===== config.mk =====
export PLATFORM = sky130hd
export DESIGN_NAME = fifo_route_buf
export DESIGN_NICKNAME = d
export VERILOG_FILES = /design/src/rtl/fifo_tool_pkg.sv /design/src/rtl/fifo_ring.sv /design/src/rtl/fifo_route_buf.sv
export SDC_FILE = /design/constraint.sdc
export NUM_CORES = 1
export LEC_CHECK = 0
export BUFFER_PORTS_ARGS = -buffer_cell sky130_fd_sc_hd__buf_2
export CAP_MARGIN = 20
export CELL_PAD_IN_SITES_DETAIL_PLACEMENT = 1
export CELL_PAD_IN_SITES_GLOBAL_PLACEMENT = 1
export CORE_MARGIN = 2
export CORE_UTILIZATION = 38
export CTS_CLUSTER_DIAMETER = 30
export DETAILED_ROUTE_END_ITERATION = 12
export PLACE_DENSITY_LB_ADDON = 0.1
export SETUP_SLACK_MARGIN = 0.2
export SKIP_LAST_GASP = 1
export SYNTH_ARGS = -nofsm -noshare
export SYNTH_HDL_FRONTEND = slang
export SYNTH_SLANG_ARGS = --single-unit

===== constraint.sdc =====
create_clock -name ap_clk -period 2.3 [get_ports ap_clk]
set_input_delay 0.23 -clock ap_clk [delete_from_list [all_inputs] [get_ports ap_clk]]
set_output_delay 0.23 -clock ap_clk [all_outputs]
set_load 0.02 [all_outputs]

===== src/rtl/fifo_tool_pkg.sv =====
// Shared definitions for the routing FIFO.
// Holds the router FSM state encoding, the saturation limit for the
// discard counter, and a helper that sizes the channel-select field.
package fifo_tool_pkg;

  typedef enum logic [1:0] {
    RUN    = 2'd0,
    DRAIN  = 2'd1,
    SWITCH = 2'd2
  } route_state_t;

  localparam logic [31:0] DROP_CNT_MAX = 32'hFFFF_FFFF;

  // Width of a channel index; a single channel still gets a 1-bit field.
  function automatic int sel_width(input int n_out);
    return (n_out > 1) ? $clog2(n_out) : 1;
  endfunction

endpackage


===== src/rtl/fifo_ring.sv =====
// Circular word buffer used by fifo_route_buf.
// Ports:
//   clk, srst        - clock and synchronous active-high reset
//   push, wr_data    - write a word (ignored when full)
//   pop              - drop the head word (ignored when empty)
//   rd_data          - current head word (valid while !empty)
//   count            - occupancy, 0..DEPTH
//   full, empty      - occupancy flags
module fifo_ring #(
  parameter int DATA_WIDTH = 32,
  parameter int DEPTH      = 4
) (
  input  logic                    clk,
  input  logic                    srst,
  input  logic                    push,
  input  logic                    pop,
  input  logic [DATA_WIDTH-1:0]   wr_data,
  output logic [DATA_WIDTH-1:0]   rd_data,
  output logic [$clog2(DEPTH):0]  count,
  output logic                    full,
  output logic                    empty
);

  localparam int PTR_W = $clog2(DEPTH);

  logic [DATA_WIDTH-1:0] mem [DEPTH];
  logic [PTR_W-1:0]      wr_ptr_reg;
  logic [PTR_W-1:0]      rd_ptr_reg;
  logic [PTR_W:0]        count_reg;
  logic                  do_push;
  logic                  do_pop;

  assign do_push = push && !full;
  assign do_pop  = pop && !empty;

  // Storage is not reset; stale entries are never visible because the
  // read pointer only advances over written words.
  always_ff @(posedge clk) begin
    if (do_push) begin
      mem[wr_ptr_reg] <= wr_data;
    end
  end

  // DEPTH is a power of two, so pointer overflow is the modulo wrap.
  always_ff @(posedge clk) begin
    if (srst) begin
      wr_ptr_reg <= '0;
      rd_ptr_reg <= '0;
      count_reg  <= '0;
    end else begin
      if (do_push) begin
        wr_ptr_reg <= wr_ptr_reg + PTR_W'(1);
      end
      if (do_pop) begin
        rd_ptr_reg <= rd_ptr_reg + PTR_W'(1);
      end
      case ({do_push, do_pop})
        2'b10:   count_reg <= count_reg + (PTR_W+1)'(1);
        2'b01:   count_reg <= count_reg - (PTR_W+1)'(1);
        default: count_reg <= count_reg;
      endcase
    end
  end

  // Head is read combinationally so a word pushed at one edge can leave
  // on the very next cycle.
  assign rd_data = mem[rd_ptr_reg];
  assign count   = count_reg;
  assign full    = (count_reg == (PTR_W+1)'(DEPTH));
  assign empty   = (count_reg == '0);

endmodule


===== src/rtl/fifo_route_buf.sv =====
// Buffered 1-to-N stream router.
// Input words are queued in a small ring and forwarded to the active
// output channel. A channel change first drains the queue to the old
// channel, then spends one SWITCH cycle before accepting new input.
// Ports:
//   ap_clk, ap_rst                     - clock, synchronous active-high reset
//   fifo_i_din/full_n/write            - input stream handshake
//   fifo_o_din/full_n/write            - N_OUT output streams, packed per channel
//   fifo_en                            - 1 routes input words, 0 discards them
//   sel, sel_load                      - channel change request
//   cur_sel                            - active channel
//   sel_err                            - one-cycle pulse on a rejected request
//   drop_cnt                           - saturating count of discarded words
module fifo_route_buf
  import fifo_tool_pkg::*;
#(
  parameter int DATA_WIDTH = 32,
  parameter int N_OUT      = 4,
  parameter int DEPTH      = 4
) (
  input  logic                          ap_clk,
  input  logic                          ap_rst,
  input  logic [DATA_WIDTH-1:0]         fifo_i_din,
  output logic                          fifo_i_full_n,
  input  logic                          fifo_i_write,
  output logic [N_OUT*DATA_WIDTH-1:0]   fifo_o_din,
  input  logic [N_OUT-1:0]              fifo_o_full_n,
  output logic [N_OUT-1:0]              fifo_o_write,
  input  logic                          fifo_en,
  input  logic [sel_width(N_OUT)-1:0]   sel,
  input  logic                          sel_load,
  output logic [sel_width(N_OUT)-1:0]   cur_sel,
  output logic                          sel_err,
  output logic [31:0]                   drop_cnt
);

  localparam int SEL_W = sel_width(N_OUT);
  localparam int CNT_W = $clog2(DEPTH) + 1;
  localparam logic [SEL_W:0] N_OUT_EXT = (SEL_W+1)'(N_OUT);

  route_state_t          state_reg, state_next;
  logic [SEL_W-1:0]      cur_sel_reg, cur_sel_next;
  logic [SEL_W-1:0]      pend_sel_reg, pend_sel_next;
  logic                  sel_err_reg, sel_err_next;
  logic [31:0]           drop_cnt_reg, drop_cnt_next;

  logic                  ring_push;
  logic                  ring_pop;
  logic [DATA_WIDTH-1:0] ring_head;
  logic [CNT_W-1:0]      ring_count;
  logic                  ring_full;
  logic                  ring_empty;
  logic                  sel_bad;
  logic                  send_ok;

  fifo_ring #(
    .DATA_WIDTH (DATA_WIDTH),
    .DEPTH      (DEPTH)
  ) u_ring (
    .clk     (ap_clk),
    .srst    (ap_rst),
    .push    (ring_push),
    .pop     (ring_pop),
    .wr_data (fifo_i_din),
    .rd_data (ring_head),
    .count   (ring_count),
    .full    (ring_full),
    .empty   (ring_empty)
  );

  // Compare one bit wider so out-of-range codes are visible when N_OUT
  // is not a power of two.
  assign sel_bad   = ({1'b0, sel} >= N_OUT_EXT);
  assign ring_push = fifo_i_write && fifo_en && fifo_i_full_n;
  assign ring_pop  = |fifo_o_write;

  // State register.
  always_ff @(posedge ap_clk) begin
    if (ap_rst) begin
      state_reg    <= RUN;
      cur_sel_reg  <= '0;
      pend_sel_reg <= '0;
      sel_err_reg  <= 1'b0;
      drop_cnt_reg <= '0;
    end else begin
      state_reg    <= state_next;
      cur_sel_reg  <= cur_sel_next;
      pend_sel_reg <= pend_sel_next;
      sel_err_reg  <= sel_err_next;
      drop_cnt_reg <= drop_cnt_next;
    end
  end

  // Next-state logic.
  always_comb begin
    state_next    = state_reg;
    cur_sel_next  = cur_sel_reg;
    pend_sel_next = pend_sel_reg;
    sel_err_next  = 1'b0;
    case (state_reg)
      RUN: begin
        if (sel_load) begin
          if (sel_bad) begin
            sel_err_next = 1'b1;
          end else if (sel != cur_sel_reg) begin
            pend_sel_next = sel;
            state_next    = DRAIN;
          end
        end
      end
      DRAIN: begin
        sel_err_next = sel_load;
        if (ring_count == '0) begin
          state_next = SWITCH;
        end
      end
      SWITCH: begin
        sel_err_next = sel_load;
        cur_sel_next = pend_sel_reg;
        state_next   = RUN;
      end
      default: state_next = RUN;
    endcase
  end

  always_comb begin
    drop_cnt_next = drop_cnt_reg;
    if (fifo_i_write && !fifo_en && (drop_cnt_reg != DROP_CNT_MAX)) begin
      drop_cnt_next = drop_cnt_reg + 32'd1;
    end
  end

  // Output logic. New input is only taken in RUN, so nothing queued
  // before a switch can reach the new channel.
  always_comb begin
    fifo_i_full_n = 1'b1;
    if (fifo_en) begin
      fifo_i_full_n = !ap_rst && (state_reg == RUN) && !ring_full;
    end
    send_ok = !ap_rst && (state_reg != SWITCH) && !ring_empty;
  end

  for (genvar gi = 0; gi < N_OUT; gi++) begin : g_chan
    logic chan_hit;
    assign chan_hit = send_ok && (cur_sel_reg == SEL_W'(gi));
    assign fifo_o_write[gi] = chan_hit && fifo_o_full_n[gi];
    assign fifo_o_din[gi*DATA_WIDTH +: DATA_WIDTH] = chan_hit ? ring_head : '0;
  end

  assign cur_sel  = cur_sel_reg;
  assign sel_err  = sel_err_reg;
  assign drop_cnt = drop_cnt_reg;

endmodule


# Word level (Yosys, flattened, before mapping)
# Memory sizes are Yosys's and may differ from the RTL's. A register that Yosys moved wholly into a read port is not among the register bits.
# Index checks and enable logic that the tools add are counted.
totals:
  regBits: 46
  latch_bits: 0
  ramBits: 128
  romBits: 0
  inputBits: 43
  output_inout_bits: 168
  elab_cells: 74
  n_memories: 1
memory_table:
  columns: ["name", "words", "word_bits", "rd", "rd_ports_with_merged_regs", "wr", "line", "source"]
  rows:
  - ["u_ring.mem", 4, 32, 1, 1, 1, "fifo_ring.sv:26", "logic [DATA_WIDTH-1:0] mem [DEPTH];"]
classes:
  addsub: 5
  multipliers: 0
  div: 0
  order_cmp: 0
  eq_ne: 14
  shifts: 0
  mux: 14
  n_bitwise: 1
  n_reduce_logical: 31
ops:
  columns: ["cell", "n"]
  rows:
  - ["2-to-1 mux 32 bit", 4]
  - ["adder 32 x 1 -> 32 bit (second input constant)", 1]
  - ["inequality test 32 bit (second input constant)", 1]
  - ["logical AND 1 bit", 18]
  - ["2-to-1 mux 2 bit", 5]
  - ["== test 2 bit (second input constant)", 4]
  - ["== test 2 x 1 -> 1 bit (second input constant)", 3]
  - ["inequality test 2 bit (second input constant)", 3]
  - ["case mux 3 bit (2 select lines)", 1]
  - ["AND reduction 3 bit", 2]
  - ["adder 2 x 1 -> 2 bit (second input constant)", 2]
  - ["logical NOT 1 bit", 4]
  - ["logical NOT 2 bit", 2]
  - ["case mux 2 bit (2 select lines)", 1]
  - ["OR reduction 2 bit", 2]
  - ["OR reduction 4 bit", 1]
  - ["adder 3 x 1 -> 3 bit (second input constant)", 1]
  - ["== test 3 bit (second input constant)", 1]
  - ["logical NOT 3 bit", 1]
  - ["2-to-1 mux 1 bit", 3]
  - ["subtractor 3 x 1 -> 3 bit (second input constant)", 1]
  - ["inequality test 2 x 1 -> 1 bit (second input constant)", 1]
  - ["inequality test 2 bit", 1]
  - ["nonzero test 2 bit", 1]
  - ["inverter 1 bit", 1]

# Longest topological paths before layout
# Gate-level depths: netlist of the first run.
logic_depth:
  word_depth: 9
  mapped_depth: 13
  mapped_depth_nobuf: 12

# Hierarchy
# From an unflattened synthesis of the first run, not the netlist that was laid out.
hier_totals:
  cells_unflattened: 620
  hier_area_um2: 8149.1
by_module_without_submodules:
  columns: ["module", "n_inst", "cells_per_inst", "area_per_inst_um2", "seq_area_each_um2"]
  rows:
  - ["fifo_ring", 1, 221, 5143.7, 4023.9]
  - ["fifo_route_buf", 1, 399, 3005.4, 780.7]

# Worst setup path after synthesis of the first run
# No wires, ideal clock.
synth_path:
  kind: "register to register"
  start: "register cur_sel_reg[1], in the netlist cur_sel[1]"
  end: "register u_ring.count_reg[2], in the netlist u_ring.count[2]"
  setup_time_ns: 0.070
  t_arrival_ns: 2.384
  required_ns: 2.230
  setup_slack_ns: -0.154
  path_stages_with_launch: 10
  n_path_buf: 1
  cell_sequence: "dfxtp_1 clkbuf_1 mux4_2 nor4b_2 ha_1 inv_1 fa_1 xor2_1 or3_1 a21oi_1"
synth_between:
  elab_chain_cells: 7
synth_lines:
  columns: ["item", "line", "source"]
  rows:
  - ["start, declared", "fifo_route_buf.sv:42", "logic [SEL_W-1:0] cur_sel_reg, cur_sel_next;"]
  - ["start signal, assigned", "fifo_route_buf.sv:87", "cur_sel_reg <= cur_sel_next;"]
  - ["== test 2 x 1 -> 1 bit (tied with other cells)", "fifo_route_buf.sv:145", "assign chan_hit = send_ok && (cur_sel_reg == SEL_W'(gi));"]
  - ["logical AND 1 bit", "fifo_route_buf.sv:145", null]
  - ["logical AND 1 bit", "fifo_route_buf.sv:146", "assign fifo_o_write[gi] = chan_hit && fifo_o_full_n[gi];"]
  - ["OR reduction 4 bit (*)", "fifo_route_buf.sv:75", "assign ring_pop = |fifo_o_write;"]
  - ["logical AND 1 bit (*)", "fifo_ring.sv:34", "assign do_pop = pop && !empty;"]
  - ["named net u_ring.do_pop", "fifo_ring.sv:31", "logic do_pop;"]
  - ["== test 2 x 1 -> 1 bit / == test 2 bit (equally long branches)", "fifo_ring.sv:57", "case ({do_push, do_pop})"]
  - ["case mux 3 bit (2 select lines) / nonzero test 2 bit (equally long branches)", null, null]
  - ["end signal, assigned", "fifo_ring.sv:58", "2'b10: count_reg <= count_reg + (PTR_W+1)'(1);"]
  - ["end signal, assigned", "fifo_ring.sv:59", "2'b01: count_reg <= count_reg - (PTR_W+1)'(1);"]
  - ["end signal, assigned", "fifo_ring.sv:60", "default: count_reg <= count_reg;"]
  - ["end, declared", "fifo_ring.sv:29", "logic [PTR_W:0] count_reg;"]
# Mark *: on every way through the listed nets, which the timed path passes. The rest lies on a longest branch.
# A chain may end at the register's enable or synchronous reset.

# Worst setup path after layout of the first run
layout_path:
  start: "register state_reg[0]"
  end: "output port fifo_o_din[3]"
layout_between:
  elab_chain_cells: 5
layout_lines:
  columns: ["item", "line", "source"]
  rows:
  - ["start, declared", "fifo_route_buf.sv:41", "route_state_t state_reg, state_next;"]
  - ["start signal, assigned", "fifo_route_buf.sv:86", "state_reg <= state_next;"]
  - ["inequality test 2 bit", "fifo_route_buf.sv:140", "send_ok = !ap_rst && (state_reg != SWITCH) && !ring_empty;"]
  - ["logical AND 1 bit (2 in series)", "fifo_route_buf.sv:140", null]
  - ["logical AND 1 bit", "fifo_route_buf.sv:145", null]
  - ["2-to-1 mux 32 bit", "fifo_route_buf.sv:147", "assign fifo_o_din[gi*DATA_WIDTH +: DATA_WIDTH] = chan_hit ? ring_head : '0;"]
  - ["end, declared", "fifo_route_buf.sv:26", "output logic [N_OUT*DATA_WIDTH-1:0] fifo_o_din,"]
# Every way passes these cells.

==> metrics.md, run 1 <==
| Metric | Value |
|---|---|
| Outcome | complete, but fails checks |
| Failing checks | setup timing |
| Pint | about 5.6 mW |
| Dpl ws | -29.17 ps |
| Worst-Skew Late Latency | 420 ps |
| Largest net degree at the start of global routing | a little over 40 |
| Worst flop-to-flop path endpoint | u_ring.count[2]$_SDFFE_PP0P_ |
| Starting density of the core | 38.63% |
| Post-synth ARST share | 0% |
| Part of the power in registers | between 40% and 50% |
| CTS sink cnt | 176 |
| DIE WIDTH | between 150 and 200 um |
| Storage cell area | between 4000 and 5000 um2 |
| CP Class | flop to output port |
| Area share of and/or/nand/nor cells after synthesis | between 10% and 20% |
| Vias in the first global route | ~6200 |
| Io pins | approximately 210 |
| # H-tree levels | 4 |
| Clock buffer depth | 2 |
| Synth Instances | approximately 600 |
| Slew Limit Fails | 0 |
| Path depth of the worst reg2reg path | 13 |
| WHS Path Cells | 1 |
| CTS tree | yes |
| Fmax | 431.6 MHz |
| First-pass DRT Iterations | 4 |
| Leak pwr | between 4 and 5 nW |
| Core Area | 21020 um2 |
| Slew at the pin closest to its max-slew limit | roughly 460 ps |
| Global-route wire length before repair | around 34 mm |
| Hold WC Path Type | input pin to flop |
| Vias | roughly 6000 |
| Routability congestion estimate | just under 0.8 |
| Setup WS post-layout | -16.90 ps |
| Unrepaired setup endpoints after global routing | yes |
| Syn_area_per_cell | 13.47 um2 |
| Routed WL per cell | 19.86 um |
| CP Max Fanout | 5 |
| Final hold vios | 0 |
| Netlist cell types | 54 |
| Clock power share | roughly two fifths |
| Flop2flop setup slack | around 30 ps |
| Max_cap viols | 0 |
| Synth Cell Area | ~8000 um2 |
| CTS Buf Count | 17 |
| Initial antenna violation count | 3 |
| Number of port buffers | 210 |
| Worst setup EP type | output port |
| Most frequently used flop master after synthesis | edfxtp_1 |
| Via density | slightly above 5 |
| Largest family of logic cells by synthesized area | simple AND/OR/NAND/NOR gates |
| Total gr overflow | 0 |
| Top cell type's share of synthesized area | 47.33% |
| Pwr dens | between 600 and 700 nW/um2 |
| Synth Warn # | 0 |
| HP Start | fifo_i_din[27] |
| Total track usage | between 20% and 30% |
| Final worst path period share | 100.7% |
| Fin Clk Skew | 11.72 ps |
| Residual DRC | 0 |
| Hold Slack | approximately 18 ps |
| Reg2reg start | state_reg[0]$_SDFFE_PP0P_ |
| Mapped Nets | ~660 |
| Sw Pwr | 1.731 mW |
| Antenna Nets Post-Route | 0 |
| Final Setup Violations | 15 |
| Layout cell share with drive strength beyond 1 | between 40% and 50% |
| Fill cells | approximately 2200 |
| Critical Path AT | 2090 ps |
| Root Driver | clkbuf_16 |
| Synth Area in Compound Gates | ~3.9% |
| Post-synthesis mux area share | about 11% |
| Hold Path End | u_ring.mem[3][27]$_DFFE_PP_ |
| Area of the multi-input gates | around 3300 um2 |
| Final WL | ~23 mm |
| Number of synthesized flops with an enable pin | ~130 |
| Seq/Total Area, Yosys | about three fifths |
| DP Wirelength | approximately 15 mm |
| Iter 0 DRT Violations | ~280 |
| Layout area overhead | 39.92% |
| Synth top area cells | edfxtp_1 (47%), dfxtp_1 (12%), mux4_2 (9.2%), nor2b_1 (7.8%), and2_1 (2.9%) |
| Max reg flops | about 130 |
| Synth Area in Adders | ~1.9% |
| Startpoint types | flop |
| Worst Path Required | a little over 2000 ps |
| Synth Area in XOR/XNOR | approximately 1.7% |
| Post-synth top area cell | edfxtp_1 |
| Sw frac | between 20% and 30% |
| Die H | 150.2 um |
| Synth Register Bits | 176 |
| Rows | 53 |
| Peak VDD IR | roughly 0.57 mV |
| Part of the power in combinational logic | around an eighth |
| Nets | between 900 and 1000 |
| Max_slew headroom | 69.47% |
| Clk slew on worst S/H paths | about 70 ps |
| Period minus WS final | ~2300 ps |
| Die area | 22560 um2 |
cell type report:
class | count | share of cell area (%)
sequential | 176 | 42.41
antenna | 3 | 0.06606
multi-input combinational | 380 | 29.44
timing repair buffer | 278 | 19.43
inverter | 14 | 0.4625
clock inverter | 14 | 1.376
clock buffer | 18 | 3.777
tap | 275 | 3.028
cell usage in the layout (no fill, tap or decap), drive strengths merged, types with 13 or more instances in the layout:
master  synthesis  layout
a21oi          19      19
and2           38      38
buf             9     276
clkbuf         24      19
dfxtp          48      48
edfxtp        128     128
inv            14      18
mux4           33      33
nand2          13      13
nor2           34      34
nor2b         101     101
Yosys cell counts, types with 4 or more instances:
cell / n
and3_1: 5
mux4_2: 33
a21oi_1: 19
o41ai_1: 6
nand3_1: 11
dfxtp_1: 48
xnor2_1: 8
or4_1: 7
o31ai_1: 8
clkbuf_1: 24
ha_1: 11
buf_2: 4
o21ai_0: 4
nand4_1: 8
or3_1: 5
nor2b_1: 101
inv_1: 14
nor2_1: 34
or2_2: 5
nand2_1: 13
mux2i_1: 8
edfxtp_1: 128
and4_1: 4
xor2_1: 8
mux2_2: 4
and2_1: 37
power by group through the flow:
stage / sequential [mW] / combinational [mW] / clock (mW)
6_report: 3.51 / 0.910 / 2.88
3_3_place_gp: 3.57 / 0.629 / 0
3_5_place_dp: 3.58 / 0.657 / 0
5_1_grt: 3.52 / 0.981 / 3.05
2_1_floorplan: 3.57 / 0.399 / 0
4_1_cts: 3.51 / 0.879 / 2.93
how the worst max path moves through the flow:
stage / startpoint / endpoint / slack [ps]
global route: state_reg[0]$_SDFFE_PP0P_ / fifo_o_din[3] / -140
detailed placement: state_reg[1]$_SDFFE_PP0P_ / u_ring.count[2]$_SDFFE_PP0P_ / -30
CTS: state_reg[0]$_SDFFE_PP0P_ / fifo_o_din[23] / -80
global placement: drop_cnt[10]$_SDFFE_PP0P_ / drop_cnt[26]$_SDFFE_PP0P_ / 140
finish: state_reg[0]$_SDFFE_PP0P_ / fifo_o_din[3] / -20
floorplan: cur_sel[0]$_SDFFE_PP0P_ / u_ring.count[2]$_SDFFE_PP0P_ / 40
kinds of logic after synthesis:
family          after synthesis
simple gates                258
flops                       176
compound gates               48
buf+inv                      47
mux                          46
xor+xnor                     16
fa+ha+maj                    12
per-stage QoR:
stage                     total power [mW]  utilization, %  cells  setup TNS (ps)  cell area, um2
after global placement               4.203           46.68   1092               0            9813
after detailed placement             4.237           46.68   1092          -29.17            9813
after global routing                 7.551           54.03   1156           -8559           11360
after CTS                            7.320           52.99   1146           -2371           11140
after floorplan                      3.972               -    603               0            8155
final                                7.298           54.06   1158          -148.6           11360
timing repair:
item,CTS,global route
hold endpoints to repair,1,0
gates resized for setup,161,39
pin swaps,30,10
setup buffers,16,8
endpoints found under the setup margin,185,255
gates cloned,5,1
hold buffers,1,0
routing by layer:
layer | vias to the layer above | global-route usage [%] | part of all wire (%)
met5 | - | 0 | 0.052
met2 | 157 | 35.87 | 52
met4 | 2 | 5.943 | 1.4
met1 | 3016 | 24.56 | 43
li1 | 2773 | - | -
met3 | 24 | 3.818 | 3.8
worst max-delay path, cell delays in order, from the launching register on:
cell and delay [ps]:
dfxtp_2 340, inv_2 50, ha_4 150, buf_6 110, nor3_4 90, buf_4 130, nor3b_4 220, buf_6 190
buf_12 150, and2_4 140, buf_6 110
(Power assumes the default switching activity.)
==> inputs of run 2 (changes only) <==
--- a/config.mk
+++ b/config.mk
@@ -13,9 +13,10 @@
 export CORE_UTILIZATION = 38
 export CTS_CLUSTER_DIAMETER = 30
 export DETAILED_ROUTE_END_ITERATION = 12
-export PLACE_DENSITY_LB_ADDON = 0.1
+export PLACE_DENSITY = 0.82
 export SETUP_SLACK_MARGIN = 0.2
 export SKIP_LAST_GASP = 1
+export SLEW_MARGIN = 10
 export SYNTH_ARGS = -nofsm -noshare
 export SYNTH_HDL_FRONTEND = slang
 export SYNTH_SLANG_ARGS = --single-unit
==> run 2 against run 1 <==
The flow still finishes with violations (setup timing). Sequential share of layout area fell by 2.0 points. Highest routed layer unchanged. Worst hold slack gained 7.2 ps. Total power decreased by 0.47%. Critical endpoint is now fifo_o_din[50]. Largest power group unchanged. Clock power fell by 1%. Critical path depth is 1 lower. Cell count grew 0.78%. Clock-buffer cell count down 1. Setup slack improved by 1.6 ps. Register-to-register slack improved by 30 ps. First-iteration DRC count decreased by 9.3%. Global-route usage increased by 0.67 points. Sequential power is essentially flat.
==> metrics.md, run 2 (same netlist as run 1, synthesis figures left out) <==
| Metric | Value |
|---|---|
| Outcome | complete, but fails checks (unchanged) |
| Failing checks | setup timing (unchanged) |
| First-pass DRT Iterations | 4 (unchanged) |
| Dpl ws | -70.46 ps (was -29.17 ps) |
| Cell Chain, Critical Path | inv_4 > ha_4 > nor3_4 > buf_6 > nand3b_1 > buf_6 > buf_12 > nor2b_1 > buf_4 (was inv_2 > ha_4 > buf_6 > nor3_4 > buf_4 > nor3b_4 > buf_6 > buf_12 > and2_4 > buf_6) |
| Commonest non-fill, non-tap cell in the layout | edfxtp_1 |
| Final hold vios | 0 (unchanged) |
| # H-tree levels | 4 (unchanged) |
| CP Class | flop to output port (unchanged) |
| Hold WC Path Type | input pin to flop (unchanged) |
| Clock power share | 39.1% (was 39.4%) |
| DP Cell Count | 1094 (was 1092) |
| Max_slew headroom | 65.09% (was 69.47%) |
| Hold Slack | 25.23 ps (was 18.03 ps) |
| Slew Limit Fails | 0 (unchanged) |
| Final WL | 27.29 mm (was 23.00 mm) |
| Final Cell Area | 11960 um2 (was 11360 um2) |
| Max_cap viols | 0 (unchanged) |
| Period minus WS final | 2315 ps (was 2317 ps) |
| Critical Path AT | 2090 ps (about the same) |
| Fin util | 56.91% (was 54.06%) |
| Vias | 6240 (was 5972) |
| Die area | 22560 um2 (unchanged) |
| Worst-Skew Late Latency | 430 ps (was 420 ps) |
| Rows | 53 (unchanged) |
| Layout cell share with drive strength beyond 1 | 50.56% (was 48.98%) |
| Tot Pwr | 7.264 mW (was 7.298 mW) |
| Critical-path cell with the highest stage delay | dfxtp_4 (was dfxtp_2) |
| Iter 0 DRT Violations | 253 (was 279) |
| Clk slew on worst S/H paths | 70 ps (about the same) |
| Part of the power in registers | 48.5% (was 48.1%) |
| Largest net degree at the start of global routing | 49 (was 41) |
| Startpoint types | flop (unchanged) |
| Leak pwr | 4.730 nW (was 4.487 nW) |
| Commonest cells after routing, fill and taps aside | edfxtp_1 (128), buf_2 (97), buf_4 (96) (was buf_2 (128), edfxtp_1 (128), nor2b_1 (91)) |
| Routed WL per cell | 23.38 um (was 19.86 um) |
| Sw Pwr | 1.878 mW (was 1.731 mW) |
| Total track usage | 20.70% (was 20.03%) |
| CTS tree | yes (unchanged) |
| Io pins | 211 (unchanged) |
| Pint | 5.387 mW (was 5.568 mW) |
| Final Setup Violations | 1 (was 15) |
| Unrepaired setup endpoints after global routing | yes (unchanged) |
| Clock buffer depth | 2 (unchanged) |
| DIE WIDTH | 150.2 um (unchanged) |
| Worst setup EP type | output port (unchanged) |
| Total gr overflow | 0 (unchanged) |
| Via density | 5.347 (was 5.157) |
| Number of port buffers | 210 (unchanged) |
| CTS Buf Count | 17 (unchanged) |
| Layout area overhead | 47.31% (was 39.92%) |
| Slew at the pin closest to its max-slew limit | 523.6 ps (was 458.0 ps) |
| Final std cells w/o fill | 1167 (was 1158) |
| Root Driver | clkbuf_16 (unchanged) |
| Initial antenna violation count | 2 (was 3) |
| Final worst path period share | 100.7% (about the same) |
| Fin Clk Skew | 18.90 ps (was 11.72 ps) |
| Post-DP Area | 9786 um2 (was 9813 um2) |
| Worst path max stage delay | 360 ps (was 340 ps) |
| Die H | 150.2 um (unchanged) |
| CTS sink cnt | 176 (unchanged) |
| Max reg flops | 128 (unchanged) |
| Starting density of the core | 38.63% (unchanged) |
| Worst Path Required | 2070 ps (about the same) |
| Antenna Nets Post-Route | 0 (unchanged) |
| Sw frac | 25.85% (was 23.71%) |
| CP Max Fanout | 7 (was 5) |
| Fmax | 431.9 MHz (was 431.6 MHz) |
| Fin Setup TNS | -15.29 ps (was -148.6 ps) |
| Peak VDD IR | 0.5318 mV (was 0.5695 mV) |
| Pwr dens | 607.2 nW/um2 (was 642.3 nW/um2) |
| Routability congestion estimate | 0.8006 (was 0.7918) |
| Cell repeated most along the worst path | buf_6 (unchanged) |
| Nets | 932 (was 922) |
| Residual DRC | 0 (unchanged) |
| Core Area | 21020 um2 (unchanged) |
| Fill cells | 2082 (was 2152) |
| Global-route wire length before repair | 35.29 mm (was 33.99 mm) |
| Setup WS post-layout | -15.29 ps (was -16.90 ps) |
| Part of the power in combinational logic | 12.4% (was 12.5%) |
| Vias in the first global route | 6266 (was 6154) |
| DP Wirelength | 15.81 mm (was 15.03 mm) |
## run 2: cell types whose count changed in the layout (fill, tap and decap cells not counted), moves of 4 or more
| cell | previous run | this run |
|---|---|---|
| nor2b_1 | 91 | 65 |
| and2_4 | 35 | 16 |
| and2_1 | 0 | 22 |
| nor2b_4 | 0 | 31 |
| clkbuf_16 | 18 | 29 |
| dfxtp_4 | 2 | 6 |
| buf_2 | 128 | 97 |
| nor2b_2 | 10 | 5 |
| buf_6 | 39 | 60 |
| buf_4 | 90 | 96 |
## run 2: power groups by stage
stage	combinational [mW]	sequential, mW	clock, mW
after floorplan	0.399	3.57	0
after global placement	0.629	3.57	0
after detailed placement	0.650	3.58	0
after CTS	0.770	3.52	2.90
after global routing	0.962	3.53	3.04
final	0.902	3.52	2.84
## run 2: timing repair
action | 4_1_cts | 5_1_grt
gates resized for setup | 152 | 150
hold endpoints to repair | 4 | 0
pin swaps | 6 | 16
endpoints found under the setup margin | 241 | 247
setup buffers | 11 | 7
gates cloned | 3 | 17
hold buffers | 1 | 0
## run 2: critical path, delay by kind of cell, from the launching register on
family        cells  cell delay (ps)
buf+inv           5              720
simple gates      3              410
flops             1              360
fa+ha+maj         1              170
## run 2: path summary, 6_finish.rpt
check                                                   from                      endpoint  slack, ps  cells after the start
worst max register to register       cur_sel[0]$_SDFFE_PP0P_  u_ring.count[2]$_SDFFE_PP0P_         60                      8
worst max-delay path               state_reg[0]$_SDFFE_PP0P_                fifo_o_din[50]        -20                      9
worst min register to register  pend_sel_reg[1]$_SDFFE_PP0P_       cur_sel[1]$_SDFFE_PP0P_        510                      2
worst min-delay path                          fifo_i_din[31]   u_ring.mem[0][31]$_DFFE_PP_         30                      1
## run 2: cell type report
class	count	area, um2	share of cell area, %
diodes	2	5.005	0.04183
clock buffers	17	425.4	3.556
clock inverters	15	160.2	1.339
inverters	14	57.56	0.4811
multi-input cells	381	3515	29.38
flip-flops and latches	176	4832	40.39
well taps	275	344.1	2.876
repair buffers	287	2625	21.94
## run 2: metal layers
metal  wire (um)  GRT usage (%)  vias up
li1            -              -     2789
met1       10130          24.22     3142
met2       14660          38.08      261
met3        1722          4.455       46
met4         767          6.038        2
met5          12              0        -
==> inputs of run 3 (changes only) <==
--- a/config.mk
+++ b/config.mk
@@ -5,12 +5,12 @@
 export SDC_FILE = /design/constraint.sdc
 export NUM_CORES = 1
 export LEC_CHECK = 0
-export BUFFER_PORTS_ARGS = -buffer_cell sky130_fd_sc_hd__buf_2
+export BUFFER_PORTS_ARGS = -buffer_cell sky130_fd_sc_hd__buf_4
 export CAP_MARGIN = 20
 export CELL_PAD_IN_SITES_DETAIL_PLACEMENT = 1
 export CELL_PAD_IN_SITES_GLOBAL_PLACEMENT = 1
 export CORE_MARGIN = 2
-export CORE_UTILIZATION = 38
+export CORE_UTILIZATION = 40
 export CTS_CLUSTER_DIAMETER = 30
 export DETAILED_ROUTE_END_ITERATION = 12
 export PLACE_DENSITY = 0.82
==> constraint.sdc (replaced) <==
create_clock -name ap_clk -period 2.2 [get_ports ap_clk]
set_input_delay 0.22 -clock ap_clk [delete_from_list [all_inputs] [get_ports ap_clk]]
set_output_delay 0.22 -clock ap_clk [all_outputs]
set_load 0.02 [all_outputs]
==> run 3 against run 2 <==
The flow still finishes with violations (setup timing). Die area down 4.9%. Final area up 4.7%. First-iteration DRC count increased by 86%. Combinational power up 25%. Clock-buffer cell count increased by 3. Critical path depth is 1 higher. Critical endpoint is now fifo_o_din[118]. Largest power group unchanged.
==> metrics.md, run 3 (same netlist as run 1, synthesis figures left out) <==
| Metric | Value |
|---|---|
| Starting density of the core | 40.40% (was 38.63%) |
| Rows | 52 (was 53) |
| Antenna Nets Post-Route | 0 (unchanged) |
| Failing checks | setup timing (unchanged) |
| Final hold vios | 0 (unchanged) |
| Hold WC Path Type | input pin to flop (unchanged) |
| Worst setup EP type | output port (unchanged) |
| Total track usage | 25.62% (was 20.70%) |
| Die H | 146.5 um (was 150.2 um) |
| Storage cell area | 4838 um2 (was 4832 um2) |
| Leak pwr | 4.893 nW (was 4.730 nW) |
| Flop2flop setup slack | -240 ps (was 60 ps) |
| Critical Path Start | state_reg[0]$_SDFFE_PP0P_ (unchanged) |
| Outcome | complete, but fails checks (unchanged) |
| Worst-Skew Late Latency | 440 ps (was 430 ps) |
| CP Class | flop to output port (unchanged) |
| Cell Chain, Critical Path | inv_2 > ha_4 > buf_6 > nor3_4 > buf_6 > buf_4 > nand3_2 > clkbuf_16 > nor2b_1 > buf_4 (was inv_4 > ha_4 > nor3_4 > buf_6 > nand3b_1 > buf_6 > buf_12 > nor2b_1 > buf_4) |
| HP Start | fifo_i_din[19] (was fifo_i_din[31]) |
| Path depth of the worst reg2reg path | 13 (was 8) |
| CTS sink cnt | 176 (unchanged) |
| Pwr dens | 617.6 nW/um2 (was 607.2 nW/um2) |
| Dpl ws | -44.18 ps (was -70.46 ps) |
| Commonest cells after routing, fill and taps aside | buf_4 (192), edfxtp_1 (128), nor2b_1 (71), buf_6 (71), and2_4 (38) (was edfxtp_1 (128), buf_2 (97), buf_4 (96)) |
| Slew Limit Fails | 0 (unchanged) |
| First-pass DRT Iterations | 5 (was 4) |
| Period minus WS final | ~2500 ps |
| Reg2reg start | state_reg[0]$_SDFFE_PP0P_ (was cur_sel[0]$_SDFFE_PP0P_) |
| Top delay family on crit path | buffers and inverters (unchanged) |
| Layout area overhead | 54.29% (was 47.31%) |
| Total gr overflow | 0 (unchanged) |
| Fin Clk Skew | 16.05 ps (was 18.90 ps) |
| Critical-path cell with the highest stage delay | dfxtp_2 (was dfxtp_4) |
| Fin util | 62.33% (was 56.91%) |
| Hold Path End | u_ring.mem[1][19]$_DFFE_PP_ (was u_ring.mem[0][31]$_DFFE_PP_) |
| Vias | 6572 (was 6240) |
| Fmax | approximately 400 MHz |
| # H-tree levels | 4 (unchanged) |
| Commonest non-fill, non-tap cell in the layout | buf_4 (was edfxtp_1) |
| Final WL | 30.09 mm (was 27.29 mm) |
| CTS Buf Count | 17 (unchanged) |
| Max_slew headroom | 70.25% (was 65.09%) |
| CTS tree | yes (unchanged) |
| Routed WL per cell | 25.22 um (was 23.38 um) |
| Nets | 964 (was 932) |
| DIE WIDTH | 146.5 um (was 150.2 um) |
| Worst flop-to-flop path endpoint | u_ring.count[2]$_SDFFE_PP0P_ (unchanged) |
| Clk slew on worst S/H paths | 60 ps (was 70 ps) |
| Largest net degree at the start of global routing | 38 (was 49) |
| Unrepaired setup endpoints after global routing | yes (unchanged) |
| Residual DRC | 0 (unchanged) |
| Max_cap viols | 0 (unchanged) |
| Max reg flops | 128 (unchanged) |
| Global-route wire length before repair | 41.36 mm (was 35.29 mm) |
| Worst Path Required | 1980 ps (was 2070 ps) |
| Critical Path AT | 2280 ps (was 2090 ps) |
| Worst Path Buf+Inv | 6 (was 5) |
| Slew at the pin closest to its max-slew limit | 440.7 ps (was 523.6 ps) |
| WHS Path Cells | 1 (unchanged) |
| Routability congestion estimate | 0.7561 (was 0.8006) |
| Die area | 21460 um2 (was 22560 um2) |
| Worst path max stage delay | 330 ps (was 360 ps) |
| DP Wirelength | 16.39 mm (was 15.81 mm) |
| CP Max Fanout | 16 (was 7) |
| Setup WS post-layout | -300.6 ps (was -15.29 ps) |
| Io pins | 211 (unchanged) |
| Peak VDD IR | 0.5834 mV (was 0.5318 mV) |
| Area of the multi-input gates | 3582 um2 (was 3515 um2) |
| Vias in the first global route | 6658 (was 6266) |
| Fill cells | 1940 (was 2082) |
| Final Setup Violations | 253 (was 1) |
| Root Driver | clkbuf_16 (unchanged) |
| Tot Pwr | 7.739 mW (was 7.264 mW) |
| Number of port buffers | 210 (unchanged) |
| Initial antenna violation count | 1 (was 2) |
| Layout cell share with drive strength beyond 1 | 51.74% (was 50.56%) |
| Final worst path period share | 113.7% |
| Iter 0 DRT Violations | 470 (was 253) |
| Core Area | 20100 um2 (was 21020 um2) |
| Clock buffer depth | 2 (unchanged) |
| Via density | 5.509 (was 5.347) |
| Startpoint types | flop (unchanged) |
[run 3: changes by cell type in the layout (fill, tap and decap cells not counted), sizes merged, moves of 2 or more]
cell,previous run,this run
clkbuf,29,24
bufbuf,0,2
dlygate4sd3,1,28
inv,23,14
bufinv,0,2
buf,274,285
clkinv,6,9
[run 3: worst max path at each step]
stage	to	slack, ps	cells past startpoint
after floorplan	u_ring.count[2]$_SDFFE_PP0P_	-60	9
after global placement	u_ring.count[2]$_SDFFE_PP0P_	30	8
after detailed placement	u_ring.count[2]$_SDFFE_PP0P_	-40	12
after CTS	fifo_o_din[121]	-180	10
after global routing	fifo_o_din[118]	-360	10
final	fifo_o_din[118]	-300	10
[run 3: worst register-to-register path, delay by kind of cell (launching register included)]
kind            cells  cell delay (ps)
fa+ha+maj           3              680
compound gates      2              180
buf+inv             5              400
xor+xnor            1              170
simple gates        2              600
flops               1              330
[run 3: power breakdown]
group	switching, mW	leakage (nW)	internal, mW	total, mW
sequential	0.0495	1.55	3.63	3.68
combinational	0.545	3.07	0.584	1.13
clock	1.28	0.268	1.66	2.93
total	1.87	4.89	5.87	7.74
[run 3: repair_timing]
action	4_1_cts	5_1_grt
buffers inserted	20	7
endpoints found under the hold margin	86	22
hold buffers	22	6
setup endpoints to repair	173	281
gates cloned	10	7
pin swaps	20	10
resized for setup	104	88
[run 3: layout make-up]
cell class,instances,share of cell area (%)
flip-flops and latches,176,38.61
multi-input cells,381,28.59
well taps,270,2.696
repair buffers,319,25.21
diodes,1,0.01997
inverters,14,0.4393
clock inverters,12,0.9486
clock buffers,20,3.485
[run 3: metal layers]
layer / track usage, % / vias up / routed length [um]
met3: 4.531 / 77 / 1400
met2: 46.72 / 297 / 16340
met4: 11.26 / 0 / 1210
li1: - / 2851 / -
met1: 29.51 / 3347 / 11140
met5: 0 / - / 0
[run 3: through the flow]
stage	setup TNS, ps	std cells	cell area, um2	hold WS (ps)
after floorplan	-55.47	603	8204	318.9
after global placement	0	1088	10380	422.3
after detailed placement	-44.18	1088	10380	423.4
after CTS	-18660	1172	11960	0.6730
after global routing	-51520	1193	12530	-2.827
final	-33860	1193	12530	8.425
